**src/rtl/protocol_mep.sv**
```systemverilog
// Multi-endpoint USB protocol controller: token/data/handshake sequencing with a wait-state watchdog.
// Optional macro DATA_TOGGLE_EN adds per-endpoint data toggles and duplicate-packet detection.
module protocol_mep #(
  parameter int NUM_EP      = 4,
  parameter int BUF_DEPTH   = 64,
  parameter int TIMEOUT_CYC = 255,
  localparam int EP_W  = (NUM_EP > 1) ? $clog2(NUM_EP) : 1,
  localparam int OCC_W = $clog2(BUF_DEPTH + 1),
  localparam int TMR_W = $clog2(TIMEOUT_CYC + 1)
) (
  input  logic             clk,
  input  logic             n_rst,
  input  logic [3:0]       rx_packet,
  input  logic [3:0]       rx_endpoint,
  input  logic             buffer_reserved,
  input  logic [OCC_W-1:0] tx_packet_data_size,
  input  logic [OCC_W-1:0] buffer_occupancy,
  input  logic             tx_busy,
  output logic             d_mode,
  output logic [1:0]       tx_packet,
  output logic             tx_data_pid,
  output logic             clear,
  output logic             tx_error,
  output logic             tx_transfer_active,
  output logic             rx_error,
  output logic             rx_transfer_active,
  output logic             rx_data_ready,
  output logic [EP_W-1:0]  active_ep,
  output logic             timeout
);

  // state        | meaning
  // IDLE         | waiting for OUT/IN token      RX/RX_DATA/RX_DUP | receiving host data
  // RX_ACK       | send ACK                       ACK_WAIT/NCK_WAIT | wait for TX encoder
  // RX_ERR/RX_NCK| receive error, send NAK        BUF_RESERVED      | OUT refused, drain to EOP
  // TX_RESERVED  | NAK refused OUT                TX_NCK            | NAK refused IN
  // TX_DATA      | send DATA                      HOST_WAIT/HOST_NCK| await host handshake / host NAK
  localparam logic [3:0] S_IDLE      = 4'd0;
  localparam logic [3:0] S_RX        = 4'd1;
  localparam logic [3:0] S_RX_DATA   = 4'd2;
  localparam logic [3:0] S_RX_DUP    = 4'd3;
  localparam logic [3:0] S_RX_ACK    = 4'd4;
  localparam logic [3:0] S_ACK_WAIT  = 4'd5;
  localparam logic [3:0] S_RX_ERR    = 4'd6;
  localparam logic [3:0] S_RX_NCK    = 4'd7;
  localparam logic [3:0] S_NCK_WAIT  = 4'd8;
  localparam logic [3:0] S_BUF_RES   = 4'd9;
  localparam logic [3:0] S_TX_RES    = 4'd10;
  localparam logic [3:0] S_TX_NCK    = 4'd11;
  localparam logic [3:0] S_TX_DATA   = 4'd12;
  localparam logic [3:0] S_HOST_WAIT = 4'd13;
  localparam logic [3:0] S_HOST_NCK  = 4'd14;

  localparam logic [3:0] PID_OUT   = 4'b0001;
  localparam logic [3:0] PID_IN    = 4'b1001;
  localparam logic [3:0] PID_DATA0 = 4'b0011;
  localparam logic [3:0] PID_DATA1 = 4'b1011;
  localparam logic [3:0] PID_ACK   = 4'b0010;
  localparam logic [3:0] PID_NAK   = 4'b1010;
  localparam logic [3:0] PID_ERR   = 4'b1100;
  localparam logic [3:0] PID_EOP   = 4'b1111;

  localparam logic [4:0]       NUM_EP_V = 5'(NUM_EP);
  localparam logic [TMR_W-1:0] TMR_LOAD = TMR_W'(TIMEOUT_CYC - 1);

  logic [3:0]       state, state_nxt;
  logic [TMR_W-1:0] timer;
  logic             counting, tmr_tc, tmo, dup_q, ep_ok, is_data, tx_pid_sel;

  assign ep_ok    = ({1'b0, rx_endpoint} < NUM_EP_V);
  assign is_data  = (rx_packet == PID_DATA0) || (rx_packet == PID_DATA1);
  assign counting = (state == S_RX) || (state == S_RX_DATA) || (state == S_RX_DUP) ||
                    (state == S_BUF_RES) || (state == S_HOST_WAIT);
  // Down-counter reloads on every state change, so zero means the wait budget is spent.
  assign tmr_tc   = counting && (timer == '0);

`ifdef DATA_TOGGLE_EN
  logic [NUM_EP-1:0] rx_tog, tx_tog;

  always_ff @(posedge clk or negedge n_rst) begin
    if (!n_rst) begin
      rx_tog <= '0;
      tx_tog <= '0;
    end else begin
      if (state == S_RX_DATA && rx_packet == PID_EOP)
        rx_tog[active_ep] <= ~rx_tog[active_ep];
      if (state == S_HOST_WAIT && rx_packet == PID_ACK)
        tx_tog[active_ep] <= ~tx_tog[active_ep];
    end
  end

  assign tx_pid_sel = tx_tog[active_ep];
`else
  assign tx_pid_sel = 1'b0;
`endif

  always_comb begin
    state_nxt = state;
    tmo       = 1'b0;
    case (state)
      S_IDLE: begin
        if (rx_packet == PID_OUT)
          state_nxt = (!ep_ok || buffer_reserved || buffer_occupancy != '0) ? S_BUF_RES : S_RX;
        else if (rx_packet == PID_IN)
          state_nxt = (!ep_ok || buffer_reserved || tx_packet_data_size != buffer_occupancy)
                      ? S_TX_NCK : S_TX_DATA;
      end
      S_RX: begin
        if (is_data) begin
`ifdef DATA_TOGGLE_EN
          state_nxt = (rx_packet[3] == rx_tog[active_ep]) ? S_RX_DATA : S_RX_DUP;
`else
          state_nxt = S_RX_DATA;
`endif
        end else if (rx_packet == PID_ERR) state_nxt = S_RX_ERR;
        else if (tmr_tc) begin state_nxt = S_RX_ERR; tmo = 1'b1; end
      end
      S_RX_DATA: begin
        if (rx_packet == PID_EOP)      state_nxt = S_RX_ACK;
        else if (rx_packet == PID_ERR) state_nxt = S_RX_ERR;
        else if (tmr_tc) begin state_nxt = S_RX_ERR; tmo = 1'b1; end
      end
      S_RX_DUP: begin
        if (rx_packet == PID_EOP) state_nxt = S_RX_ACK;
        else if (tmr_tc) begin state_nxt = S_RX_ERR; tmo = 1'b1; end
      end
      S_RX_ACK:   state_nxt = S_ACK_WAIT;
      S_ACK_WAIT: if (!tx_busy) state_nxt = S_IDLE;
      S_RX_ERR:   state_nxt = S_RX_NCK;
      S_RX_NCK:   state_nxt = S_NCK_WAIT;
      S_NCK_WAIT: if (!tx_busy) state_nxt = S_IDLE;
      S_BUF_RES: begin
        if (rx_packet == PID_EOP) state_nxt = S_TX_RES;
        else if (tmr_tc) begin state_nxt = S_IDLE; tmo = 1'b1; end
      end
      S_TX_RES:   state_nxt = S_NCK_WAIT;
      S_TX_NCK:   state_nxt = S_NCK_WAIT;
      S_TX_DATA:  state_nxt = S_HOST_WAIT;
      S_HOST_WAIT: begin
        if (rx_packet == PID_ACK)      state_nxt = S_IDLE;
        else if (rx_packet == PID_NAK) state_nxt = S_HOST_NCK;
        else if (tmr_tc) begin state_nxt = S_HOST_NCK; tmo = 1'b1; end
      end
      S_HOST_NCK: state_nxt = S_NCK_WAIT;
      default:    state_nxt = S_IDLE;
    endcase
  end

  always_ff @(posedge clk or negedge n_rst) begin
    if (!n_rst) begin
      state     <= S_IDLE;
      timer     <= '0;
      active_ep <= '0;
      dup_q     <= 1'b0;
      timeout   <= 1'b0;
    end else begin
      state   <= state_nxt;
      timeout <= tmo;
      dup_q   <= (state == S_RX_DUP);
      if (state_nxt != state) timer <= TMR_LOAD;
      else if (counting)      timer <= timer - 1'b1;
      if (state == S_IDLE && (rx_packet == PID_OUT || rx_packet == PID_IN))
        active_ep <= rx_endpoint[EP_W-1:0];
    end
  end

  always_comb begin
    d_mode             = 1'b0;
    tx_packet          = 2'b11;
    tx_data_pid        = 1'b0;
    clear              = 1'b0;
    tx_error           = 1'b0;
    tx_transfer_active = 1'b0;
    rx_error           = 1'b0;
    rx_transfer_active = 1'b0;
    rx_data_ready      = 1'b0;
    case (state)
      S_IDLE:                       clear = 1'b1;
      S_RX, S_RX_DATA, S_RX_DUP:    rx_transfer_active = 1'b1;
      // dup_q marks an ACK that follows a discarded duplicate.
      S_RX_ACK: begin
        d_mode = 1'b1; tx_packet = 2'b00; rx_data_ready = !dup_q; clear = dup_q;
      end
      S_ACK_WAIT, S_NCK_WAIT:       d_mode = 1'b1;
      S_RX_ERR:                     rx_error = 1'b1;
      S_RX_NCK: begin
        d_mode = 1'b1; tx_packet = 2'b01; rx_error = 1'b1; clear = 1'b1;
      end
      S_BUF_RES:                    d_mode = 1'b0;
      S_TX_RES: begin
        d_mode = 1'b1; tx_packet = 2'b01; rx_error = 1'b1;
      end
      S_TX_NCK: begin
        d_mode = 1'b1; tx_packet = 2'b01; tx_error = 1'b1; clear = 1'b1;
      end
      S_TX_DATA: begin
        d_mode = 1'b1; tx_packet = 2'b10; tx_data_pid = tx_pid_sel; tx_transfer_active = 1'b1;
      end
      S_HOST_WAIT:                  tx_transfer_active = 1'b1;
      S_HOST_NCK: begin
        tx_error = 1'b1; clear = 1'b1;
      end
      default:                      clear = 1'b1;
    endcase
  end

endmodule

```
**config.mk**
```make
export PLATFORM = sky130hd
export DESIGN_NAME = protocol_mep
export DESIGN_NICKNAME = d
export VERILOG_FILES = /design/src/rtl/protocol_mep.sv
export SDC_FILE = /design/constraint.sdc
export NUM_CORES = 1
export LEC_CHECK = 0
export CAP_MARGIN = 20
export CORE_MARGIN = 8
export CORE_UTILIZATION = 52
export CTS_CLUSTER_SIZE = 30
export DETAILED_ROUTE_END_ITERATION = 8
export GPL_ROUTABILITY_DRIVEN = 0
export GPL_TIMING_DRIVEN = 0
export HOLD_SLACK_MARGIN = 0.1
export PLACE_DENSITY_LB_ADDON = 0.15
export SLEW_MARGIN = 20
export SYNTH_ARGS = -nofsm -noshare
export SYNTH_HDL_FRONTEND = slang
export SYNTH_SLANG_ARGS = --single-unit
```
**constraint.sdc**
```tcl
create_clock -name clk -period 4.5 [get_ports clk]
set_input_delay 0.45 -clock clk [delete_from_list [all_inputs] [get_ports clk]]
set_output_delay 0.45 -clock clk [all_outputs]
set_load 0.01 [all_outputs]
```
* Word level (Yosys, flattened, before mapping) *
Cells that the tools add are included.

operators by class
  magnitude comparators = 1
  mux-type cells = 34
  equality and inequality tests = 24
  $add $sub $neg = 1
  reduce and logical (&&, ||, !) cells = 27

operator list
  kind                                                                           number
  4-bit two-way mux                                                              14
  4-bit equality test (second input constant)                                    12
  4-bit case mux with 11 select lines                                            1
  4-bit by 2-bit equality test with 1-bit output (second input constant)         4
  4-bit by 3-bit equality test with 1-bit output (second input constant)         4
  8-bit two-way mux                                                              2
  1-bit two-way mux                                                              13
  10-bit OR reduction                                                            1
  1-bit logical OR                                                               9
  3-bit OR reduction                                                             3
  4-bit by 1-bit equality test with 1-bit output (second input constant)         2
  8-bit logical NOT                                                              1
  2-bit OR reduction                                                             4
  8-bit by 1-bit subtractor with 8-bit output (second input constant)            1
  7-bit != test                                                                  1
  7-bit nonzero test                                                             1
  7-bit OR reduction                                                             1
  2-bit case mux with 3 select lines                                             1
  4-bit logical NOT                                                              1
  4-bit by 3-bit less-than comparator with 1-bit output (second input constant)  1
  4-bit != test                                                                  1
  1-bit case mux with 4 select lines                                             1
  4-bit OR reduction                                                             1
  3-bit two-way mux                                                              1
  other kinds (4)                                                                6

storage, ports and cells
  register bits = 16
  output and inout port bits = 13

* Depth between registers and ports, before layout *
  word-level depth = 12
  mapped depth = 8
  gate-level depth less buffers = 8

* Least setup slack after synthesis *
Ideal clock, no wire load.

  kind = register -> register
  from = register timer[0]
  to = register timer[0]
  path buffers = 0
  period minus slack after synthesis = 2.211 ns
  arrival time = 2.142 ns
  library setup time = 0.069 ns
  path slack = 2.289 ns
  stages on the path, launching flop included = 9
  data required time = 4.431 ns
  path through = dfrtp_1 -> inv_1 -> ha_1 -> nor3b_1 -> nand4_1 -> a222oi_1 -> o21ai_2 -> xnor2_1 -> and4_1

between the ends
  cells in the longest elaborated chain, start to end = 8
  elaborated cells on any way between the ends = 18
  classes of those cells = add/sub: 1; eq/ne: 1; mux: 13; reduce/logical: 3

ends and longest elaborated chain
  element                                                         line           text
  start, declared                                                 67             logic [TMR_W-1:0] timer;
  start signal, assigned                                          161            else if (counting) timer <= timer - 1'b1;
  8-bit logical NOT *                                             75             assign tmr_tc = counting && (timer == '0);
  1-bit logical AND *                                             75
  4-bit two-way mux (on tied branches)                            -
  4-bit two-way mux (on tied branches)                            141, 115
  4-bit two-way mux (on tied branches)                            140, 109, 119
  4-bit case mux with 11 select lines *                           100            case (state)
  via state_nxt[3]                                                66             logic [3:0] state, state_nxt;
  4-bit != test *                                                 160            if (state_nxt != state) timer <= TMR_LOAD;
  8-bit two-way mux / 2-bit nonzero test (equally long branches)  -

Mark *: on every way through the listed nets, which the timed path passes. The rest lies on a longest branch. The select of a mux whose other input is x is not followed.
A chain may end at the register's enable or synchronous reset.

* Worst setup path in the final report *
  from = register state[3]
  to = output port rx_error

between the ends
  cells in the longest elaborated chain, start to end = 3
  elaborated cells on any way between the ends = 5
  classes of those cells = eq/ne: 3; mux: 1; reduce/logical: 1

ends and longest elaborated chain
  element                                                                                       line  text
  start, declared                                                                               66
  start signal, assigned                                                                        157   state <= state_nxt;
  4-bit equality test / 4-bit by 3-bit equality test with 1-bit output (equally long branches)  177   case (state)
  3-bit OR reduction (no line) *                                                                -
  1-bit two-way mux *                                                                           177
  end, declared                                                                                 25    output logic rx_error,

Mark *: on every way between the ends. The rest lies on a longest branch, timed or not.

==> key figures <==
Status
  – Status: completed

Pwr
  – Part of the power in registers: 0.199
  – Comb pwr share: 0.714
  – Pint: between 0.0005 and 0.0006 W
  – Sw frac: 0.480
  – Power Density: 561 nW/um^2
  – Worst VDD drop: approximately 0.54 mV
  – Pleak: 0.733 nW
  – Switching power: slightly above 0.0005 W
  – Clock network power share: 0.088
  – Total power: around 0.0011 W

Floorplanning
  – # IOs: 39
  – Starting Density: 0.538
  – CORE AREA: 2710 um^2
  – Die area: 4750 um^2
  – DIE WIDTH: 68.9 um
  – Row count: 19
  – Chip height: 68.9 um

Placed design
  – Port bufs: 36
  – Pre-CTS setup slack: between 1500 and 2000 ps
  – Area after DPL: 1860 um^2
  – Hpwl dp: approximately 3200 um

Logic synthesis
  – Top-area cell type share of the netlist area: 0.275
  – Largest family of logic cells by synthesized area: simple AND/OR/NAND/NOR gates
  – Synth async-reset ratio: 1.00
  – Synth warnings: 0
  – Synth cell types: 52
  – Synth area leader: dfrtp_1
  – Post-Synth XOR/XNOR Area: 0.107
  – Mean Syn Cell Area: about 8.4 um^2
  – Synth Area in Compound Gates: 0.179
  – Post-synth EDFFs: 0
  – Adder-Cell Fraction of Synth Area: 0.0172
  – Sequential-to-total area share from yosys stat: 0.275
  – Syn Std Cell Area: roughly 1500 um^2
  – Post-Synthesis Cells: approximately 170
  – Prevailing post-synth register cell: dfrtp_1
  – Synth Area in Simple Gates: 0.361
  – Multiplexer share of the synthesized area: 0.00687
  – Syn Nets: roughly 200
  – Yosys reg bits: 16
  – Synth top area cells: dfrtp_1 (27%), xor2_1 (5.4%), nand4_1 (5.2%)

Min path
  – Worst hold stages: 2
  – HP Start: active_ep[0]
  – Hold EP: active_ep[0]
  – Worst hold path class: register to register

Cells and area
  – Multi-input gate area: roughly 980 um^2
  – Area added between synthesis and finish: 29.9%
  – Share of layout cells above drive strength 1: 0.0888
  – Post-Route Utilization: 0.699
  – Final Instance Area: approximately 1900 um^2
  – FILL cells: around 220
  – Final net count: around 240
  – Reg area: about 400 um^2
  – Diodes inserted: 0

CTS
  – Clk buf depth: 2
  – Reg clk slew, reported paths: approximately 90 ps
  – CTS tree: built
  – Setup bufs post-CTS: 0
  – H-tree levels: 1
  – Clk sinks: 16
  – Hold Buf Count CTS: 0
  – Root Buffer Master: clkbuf_4
  – CTS buffer count: 3
  – Clock network latency to the later pin of the worst-skew pair: between 200 and 300 ps
  – # resized after CTS: 0

Timing
  – Measured slew at the worst slew-check pin: 754 ps
  – Unrepaired setup endpoints after global routing: no
  – Fin. max-slew vios: 0
  – Fin crit period: around 3100 ps
  – Setup TNS Final: 0 ps
  – F_max: roughly 330 MHz
  – Final Worst Setup Slack: 1430 ps
  – Max-slew headroom: 0.493
  – Setup Skew: roughly 0.99 ps
  – Final setup vio count: 0
  – Fin crit share: 0.682
  – Final hold vios: 0

Drt
  – Drt pass-1 iters: 4
  – Routed via count: between 1500 and 2000
  – DRC errors left: 0
  – Drt wl/cell: ~16 um
  – Vias per cell: between 6 and 7
  – WL final: 3910 um
  – Initial DRC Count: between 100 and 150
  – Final ANT Viol Nets: 0

Job
  – Max Cap Violations: 0

Global route
  – Vias in the first global route: roughly 1500
  – Total track usage: 0.181
  – Largest net degree at the start of global routing: 17
  – First-pass GRT wire length: 6760 um
  – Initial antenna violation count: 0
  – Remaining global-route overflow: 0

Critical path
  – Worst Path Arrival: roughly 2600 ps
  – CP required: 4050 ps
  – Reg2Reg Depth: 8
  – Reg2reg end: timer[0]
  – Critical Path End Type: output pin
  – R2R Setup Slk: roughly 1700 ps
  – WS Path Type: register to output pin
  – Startpoint types: register
  – Worst reg2reg path startpoint: timer[0]
  – Worst-path fanout max: 10
## flip-flops by register name (all words and copies together) (netlist names)
name,flops
dup_q,1
state,4
timer,8
timeout,1
active_ep,2
## metrics by stage
stage	hold WS, ps	cells
4_1_cts	486	245
5_1_grt	522	245
6_report	478	245
3_3_place_gp	460	241
2_1_floorplan	154	174
3_5_place_dp	464	241
## worst max-delay path, cell delays in order (launching register included)
cell and delay, ps:
dfrtp_1 390, clkbuf_1 380, clkbuf_1 390, or3b_2 480, a21oi_1 140, clkdlybuf4s50_1 550
## placed cells by master, fill, tap and decap left out, drive strengths merged, types with 2 or more instances in the layout
| cell | synthesis | final |
|---|---|---|
| clkdlybuf4s50 | 0 | 36 |
| ha | 2 | 2 |
| a211o | 2 | 2 |
| dfrtp | 16 | 16 |
| nor2b | 3 | 3 |
| inv | 6 | 6 |
| buf | 6 | 6 |
| o21ai | 7 | 7 |
| nand3b | 2 | 2 |
| nand2 | 15 | 15 |
| o311a | 2 | 2 |
| and3 | 2 | 2 |
| nand4 | 12 | 12 |
| xnor2 | 8 | 8 |
| nor4 | 7 | 7 |
| o32a | 2 | 2 |
| xor2 | 9 | 9 |
| or3b | 2 | 2 |
| or2 | 2 | 2 |
| nand3 | 6 | 6 |
| nand2b | 10 | 10 |
| a21oi | 7 | 7 |
| nor3 | 5 | 5 |
| clkbuf | 5 | 9 |
| and4 | 3 | 3 |
| nor3b | 2 | 2 |
| a41oi | 2 | 2 |
| nor2 | 12 | 12 |
## cell families (layout without fill, tap and decap cells)
group | Yosys count | after routing
buffers and inverters | 17 | 57
other | 1 | 1
multiplexers | 1 | 1
adder cells (fa/ha/maj) | 2 | 2
AO/OA/AOI/OAI | 33 | 33
flip-flops | 16 | 16
XOR/XNOR | 17 | 17
AND/OR/NAND/NOR | 87 | 87
## cells in the mapped netlist (all sizes together), types with 2 or more instances
library cell  count
dfrtp            16
nand2            15
nand4            12
nor2             12
nand2b           10
xor2              9
xnor2             8
a21oi             7
nor4              7
o21ai             7
buf               6
inv               6
nand3             6
clkbuf            5
nor3              5
and4              3
nor2b             3
a211o             2
a41oi             2
and3              2
ha                2
nand3b            2
nor3b             2
o311a             2
o32a              2
or2               2
or3b              2
## power by group through the flow
stage | Sequential (W) | Combinational (W) | Clock (W)
after floorplan | 0.000207 | 0.000505 | 0
after global placement | 0.000211 | 0.000729 | 0
after detailed placement | 0.000213 | 0.000750 | 0
after CTS | 0.000210 | 0.000752 | 0.0000954
after global routing | 0.000215 | 0.000827 | 0.000101
final | 0.000211 | 0.000757 | 0.0000930
## metal layers
metal,up-vias,part of all wire,track usage
met5,-,0,0
met4,0,0.020,0.0376
met3,10,0.088,0.0323
li1,728,-,-
met1,716,0.41,0.222
met2,78,0.48,0.320
## worst max-delay path by stage
stage	startpoint	endpoint
global route	state[3]	rx_error
global placement	buffer_occupancy[4]	timer[0]
floorplan	timer[0]	timer[0]
CTS	state[3]	rx_error
finish	state[3]	rx_error
detailed placement	buffer_occupancy[4]	timer[1]
## final cells by class
type / instances / area share
clock buffers: 4 / 0.0192
flip-flops and latches: 16 / 0.211
plain buffers: 11 / 0.0271
well taps: 31 / 0.0205
multi-input cells: 141 / 0.519
inverters: 6 / 0.0119
repair buffers: 36 / 0.190
(Power assumes the default switching activity.)
